File: config.mk
export PLATFORM = sky130hd
export DESIGN_NAME = bcd_scan_display
export DESIGN_NICKNAME = d
export VERILOG_FILES = /design/src/rtl/bcd_scan_display.sv
export SDC_FILE = /design/constraint.sdc
export NUM_CORES = 1
export LEC_CHECK = 0
export CORE_MARGIN = 3
export CORE_UTILIZATION = 40
export DETAILED_ROUTE_END_ITERATION = 12
export GPL_TIMING_DRIVEN = 1
export PLACE_DENSITY = 0.66
export SLEW_MARGIN = 30
export SYNTH_ARGS = -nofsm -noshare
export SYNTH_HDL_FRONTEND = slang
export SYNTH_SLANG_ARGS = --single-unit
File: constraint.sdc
create_clock -name CLK -period 3.1 [get_ports CLK]
set_input_delay 0.93 -clock CLK [delete_from_list [all_inputs] [get_ports CLK]]
set_output_delay 0.93 -clock CLK [all_outputs]
set_load 0.03 [all_outputs]
File: src/rtl/bcd_scan_display.sv
`default_nettype none
// =============================================================================
// Module  : bcd_scan_display
// Brief   : Six-digit packed-BCD scanner for a multiplexed 7-segment bank,
//           with decimal point, leading-zero blanking and per-frame snapshot.
// Revision: 1.0  initial release
// =============================================================================
module bcd_scan_display #(
    parameter logic [15:0] SCAN_DIV    = 16'd49_999,
    parameter logic [2:0]  DP_POS      = 3'd1,
    parameter bit          SEG_ACT_LOW = 1'b1,
    parameter bit          DIG_ACT_LOW = 1'b1
) (
    input  logic        CLK,
    input  logic        RSTn,
    input  logic [23:0] Number_Sig,
    input  logic        Blank_En,
    output logic [7:0]  Seg_Out,
    output logic [5:0]  Dig_Sel,
    output logic        Frame_Done
);

    localparam logic [2:0] LAST_DIGIT = 3'd5;
    localparam logic [7:0] SEG_OFF    = SEG_ACT_LOW ? 8'hFF : 8'h00;
    localparam logic [5:0] DIG_OFF    = DIG_ACT_LOW ? 6'h3F : 6'h00;

    logic [15:0] cnt_q, cnt_d;
    logic [2:0]  idx_q, idx_d;
    logic [23:0] snap_q, snap_d;
    logic        fd_q, fd_d;
    logic [7:0]  seg_q, seg_d;
    logic [5:0]  dig_q, dig_d;

    logic        w_wrap;
    logic [23:0] w_upper;
    logic [3:0]  w_nib;
    logic [6:0]  w_hex;
    logic        w_dp;
    logic        w_blank;
    logic [7:0]  w_seg_act;
    logic [5:0]  w_dig_act;

    assign w_wrap = (cnt_q == SCAN_DIV);

    always_comb begin
        cnt_d  = w_wrap ? 16'd0 : cnt_q + 16'd1;
        idx_d  = idx_q;
        snap_d = snap_q;
        fd_d   = 1'b0;
        if (w_wrap) begin
            if (idx_q == LAST_DIGIT) begin
                idx_d  = 3'd0;
                snap_d = Number_Sig;
                fd_d   = 1'b1;
            end else begin
                idx_d  = idx_q + 3'd1;
            end
        end
    end

    // Shifting the current digit down to bit 0 leaves it plus every higher
    // digit in w_upper, which is exactly what the blanking test needs.
    assign w_upper = snap_q >> {idx_q, 2'b00};
    assign w_nib   = w_upper[3:0];

    always_comb begin
        case (w_nib)
            4'd0:    w_hex = 7'h3F;
            4'd1:    w_hex = 7'h06;
            4'd2:    w_hex = 7'h5B;
            4'd3:    w_hex = 7'h4F;
            4'd4:    w_hex = 7'h66;
            4'd5:    w_hex = 7'h6D;
            4'd6:    w_hex = 7'h7D;
            4'd7:    w_hex = 7'h07;
            4'd8:    w_hex = 7'h7F;
            4'd9:    w_hex = 7'h6F;
            default: w_hex = 7'h40;
        endcase
    end

    assign w_dp      = (idx_q == DP_POS);
    assign w_blank   = Blank_En && (idx_q > DP_POS) && (w_upper == 24'h0);
    assign w_seg_act = w_blank ? 8'h00 : {w_dp, w_hex};
    assign w_dig_act = 6'd1 << idx_q;

    assign seg_d = SEG_ACT_LOW ? ~w_seg_act : w_seg_act;
    assign dig_d = DIG_ACT_LOW ? ~w_dig_act : w_dig_act;

    always_ff @(posedge CLK or negedge RSTn) begin
        if (!RSTn) begin
            cnt_q  <= 16'd0;
            idx_q  <= 3'd0;
            snap_q <= 24'h0;
            fd_q   <= 1'b0;
            seg_q  <= SEG_OFF;
            dig_q  <= DIG_OFF;
        end else begin
            cnt_q  <= cnt_d;
            idx_q  <= idx_d;
            snap_q <= snap_d;
            fd_q   <= fd_d;
            seg_q  <= seg_d;
            dig_q  <= dig_d;
        end
    end

    assign Seg_Out    = seg_q;
    assign Dig_Sel    = dig_q;
    assign Frame_Done = fd_q;

endmodule
`default_nettype wire
Word level (Yosys, flattened, before mapping)
Memories as Yosys holds them, arrays and structs flattened.
Index checks and enable logic that the tools add are counted.

storage, ports and cells
  flip-flop bits (word level) = 58
  memory bits (read-only) = 112
  input bits = 27
  output and inout bits = 15
  logic and storage cells = 26
  memories kept = 1

memories
  memory            depth  width  read ports  clocked after Yosys merged registers in  wr ports  RTL line  RTL
  (name not given)  16     7      1           0                                        0         67        case (w_nib)

cells by class
  $add $sub $neg = 2
  order comparisons = 1
  equal/unequal tests = 3
  shift-type cells = 2
  mux-type cells = 5
  bitwise gates (word level) = 2
  reduce and logical (&&, ||, !) cells = 4

operators by type and width
  cell                     number
  $logic_not A24 Y1        1
  $shr A24 B5 Y24          1
  $add A16 B1 Y16 const B  1
  $eq A16 B16 Y1 const B   1
  $mux W16                 1
  $mux W8                  1
  $not A8 Y8               1
  $not A6 Y6               1
  $shl A1 B3 Y6 const A    1
  $add A3 B1 Y3 const B    1
  $eq A3 B1 Y1 const B     1
  $eq A3 B3 Y1 const B     1
  $gt A3 B1 Y1 const B     1
  $mux W3                  1
  $logic_and A1 B1 Y1      2
  $mux W1                  2
  $reduce_and A2 Y1        1

Longest topological paths before layout
  word-level depth = 5
  depth in mapped cells = 10
  mapped depth without buffers = 6

Least setup slack after synthesis
OpenSTA, ideal clock, no wires.

  path type = flip-flop to flip-flop
  start = reg idx_q[0]
  end = reg seg_q[3] (netlist: Seg_Out[3])
  setup time = 0.091 ns
  arrival time = 2.265 ns
  required time = 3.009 ns
  setup slack = 0.744 ns
  stages on the path, launching flop included = 11
  path buffers = 4
  clock period less this slack = 2.356 ns
  cell sequence = dfrtp_1 -> buf_6 -> buf_4 -> clkbuf_1 -> mux2_2 -> a22oi_1 -> ha_1 -> nand2_1 -> or3_1 -> clkbuf_2 -> o31ai_1

between the ends
  longest elaborated chain between the ends = 5
  elaborated cells on any way between the ends = 8
  classes of those cells = order compare (1); shift (1); mux (1); bitwise (1); reduce/logical (3); memory (1)

RTL lines
  element                                                 RTL line  RTL
  from (decl)                                             28        logic [2:0] idx_q, idx_d;
  from (signal assigned)                                  100       idx_q <= idx_d;
  branches (longest 3 deep; another with $mem_v2 Z16 W7)  n/a
  $mux W8 (*)                                             84        assign w_seg_act = w_blank ? 8'h00 : {w_dp, w_hex};
  $not A8 Y8 (*)                                          87        assign seg_d = SEG_ACT_LOW ? ~w_seg_act : w_seg_act;
  net seg_d[3]                                            31        logic [7:0] seg_q, seg_d;
  to (signal assigned)                                    103       seg_q <= seg_d;
  to (decl)                                               31

Mark *: on every way through the listed nets, which the timed path passes.
A chain may end at the register's enable or synchronous reset.

Worst setup path in the final report
  start = reg idx_q[0]
  end = reg seg_q[2] (netlist: Seg_Out[2])

The elaborated chain is that of the path after synthesis.

==> results.toml <==
[timing]
hold_viol_final = 0
fin_skew_ns = 0.00987
max_freq_mhz = 410
hold_slack_ns = 0.493
setup_viol = 0
post-route-period-util_pct = 78.6
min_period_ns = 2.44
relSlewSlack_pct = 62.7
rsz0062_at_grt = "false"
slew_viol_final = 0
worstMarginPinSlew_ns = 0.560
fin_setup_tns_ns = 0

[floorplanning]
num_rows = 29
core_sq_um = 6460
die_x_um = 88.4
design.die.area_sq_um = 7810
die_h_um = 88.4
start_util_pct = 42.0
ios = 42

[drt]
drt-initial-drc-count = 94
route.met3.wl_um = 270
routed.top_layer = "met4"
first_pass_iters = 4
wl_per_cell_um = 14.4
drc = 0
via_per_inst = 5.15
routed_wl_mm = 5.04
vias = 1809
postRouteAntennaNets = 0
wl_met1_mm = 2.46
route.met2.wl_mm = 2.22

[flow_run]
max_cap_violations = 0

[clock_network]
h-tree-depth = 3
clock-sinks = 58
cts_resized = 0
clk_pin_slew_ns = 0.06
clockRootBuffer = "clkbuf_8"
cts_buffer_depth = 2
cts_tree = "built"
postCtsHoldBufs = 0
numCtsBuffers = 9
cts_setup_buffers = 0
clk_latency_ns = 0.34

[logic_synthesis]
synth_area_leaders = "dfrtp_1, dfstp_2, mux2_2, xor2_1, mux4_2"
synth_seq_area_share_pct = 54.1
synth.net_count = 255
synth_warnings = 0
yosysTopAreaCell = "dfrtp_1"
ys.flop_type = "dfrtp_1"
synth_edf_count = 0
synthesis.instances = 221
yosysTopAreaCellShare_pct = 40.6
synth.most_common_cell = "dfrtp_1"
yosys.cell_types.count = 44
ys_seq_elements = 58
synthesis.area_sq_um = 2720
syn_avg_cell_area_sq_um = 12.3
synthArstFlopShare_pct = 100
synthTopCellsByCount = "dfrtp_1, mux2_2, nor2_1, dfstp_2, nand2_1"

[power_and_ir_drop]
pwr-share-comb_pct = 3.1
switching_share_pct = 19.6
p_seq_share_pct = 48.4
vdd_ir_drop_max_mv = 0.280
switching_power_mw = 0.308
p_per_area_nw_per_um2 = 456
internal-power_mw = 1.26
p_leak_nw = 1.59
clockPowerShare_pct = 48.5

[setup_path]
crit_type = "reg2reg"
worst-endpoint-required_ns = 3.35
critPathCaptureType = "flip-flop"
crit_path_max_fanout = 10
start_kind = "flip-flop"
worstPathArrival_ns = 2.69

[layout]
drive_gt1_share_pct = 25.9
num_antenna_cells = 0
area_delta_synth_final_pct = 26.7
final_net_count = 303

[global_route]
grt_pass1_wl_mm = 8.61
overflow = 0
grt_max_degree = 25
grt_antenna_before_repair = 0
grt_usage_pct = 14.7
grt_pass1_vias = 1808

[hold_path]
hold_path_class = "reg2reg"

[place]
dp_hpwl_mm = 3.71
gp_congestion = 0.846
port_buffers = 41

[status]
status = "finished clean"
==> stage by stage <==
step	utilization [%]	area (sq um)	setup slack [ns]	power, mW	instances
after floorplan	-	2720	0.744	0.772	221
after global placement	49.9	3220	0.735	0.821	335
after detailed placement	49.9	3220	0.660	0.821	335
after CTS	53.3	3440	0.642	1.59	351
after global routing	53.3	3440	0.464	1.63	351
final	53.3	3440	0.664	1.57	351
==> power groups by stage <==
stage          registers [mW]  logic [mW]  clock network, mW
2_1_floorplan           0.771    0.000607                  0
3_3_place_gp            0.771      0.0504                  0
3_5_place_dp            0.771      0.0504                  0
4_1_cts                 0.758      0.0506              0.781
5_1_grt                 0.757      0.0540              0.821
6_report                0.758      0.0491              0.760
==> layout make-up <==
type	count	area, sq um
Sequential cell	58	1470
Inverter	7	26.3
Fill cell	583	3020
Tap cell	77	96.3
Clock inverter	5	77.6
Timing Repair Buffer	47	463
Multi-Input combinational cell	146	1170
Clock buffer	11	141
==> per-layer routing <==
layer	vias up	GRT usage (%)
met3	8	5.12
met4	0	6.87
met1	876	20.2
met2	47	20.9
met5	-	0
li1	878	-
==> worst max-delay path: stages, from the launching register on <==
cell     delay (ns)
dfrtp_1        0.56
mux4_2         0.54
a22oi_1        0.39
ha_1           0.27
nand2_1        0.05
or3_1          0.41
o21ai_0        0.12
==> placed cells by master, fill, tap and decap left out, types with 3 or more instances in the layout <==
cell and count:
dfrtp_1 44, clkdlybuf4s50_1 40, mux4_2 4, a22o_1 4, nor3_1 7, buf_4 5, nand2_1 14, and3_1 4
nand3_1 8, a22oi_1 3, ha_1 7, dfstp_2 14, nor2_1 17, inv_1 6, o21ai_0 7, clkbuf_8 10
xor2_1 11, xnor2_1 4, mux2_2 28
==> flip-flops by register name (all words and copies together), names as in the netlist <==
register and cells:
idx_q 3, Dig_Sel 6, Frame_Done 1, snap_q 24, cnt_q 16, Seg_Out 8
==> worst paths after layout <==
kind | end | slack [ns] | from | cells after the start
min in group asynchronous | cnt_q[2]$_DFF_PN0_ | 0.58 | RSTn | 1
min | cnt_q[0]$_DFF_PN0_ | 0.49 | cnt_q[0]$_DFF_PN0_ | 1
max reg2reg | Seg_Out[2]$_DFF_PN1_ | 0.66 | idx_q[0]$_DFFE_PN0N_ | 6
max | Seg_Out[2]$_DFF_PN1_ | 0.66 | idx_q[0]$_DFFE_PN0N_ | 6
max in group asynchronous | Seg_Out[5]$_DFF_PN1_ | 1.81 | RSTn | 2
min reg2reg | cnt_q[0]$_DFF_PN0_ | 0.49 | cnt_q[0]$_DFF_PN0_ | 1
==> cells by family after synthesis <==
kind of cell    count (synthesis)  synth area share [%]
compound gates                 23                  6.59
fa+ha+maj                       7                  3.23
simple gates                   66                  12.1
buf+inv                        17                  2.95
flops                          58                  54.1
xor+xnor                       15                  4.84
mux                            35                  16.2
Power figures use the tool's default switching activity.
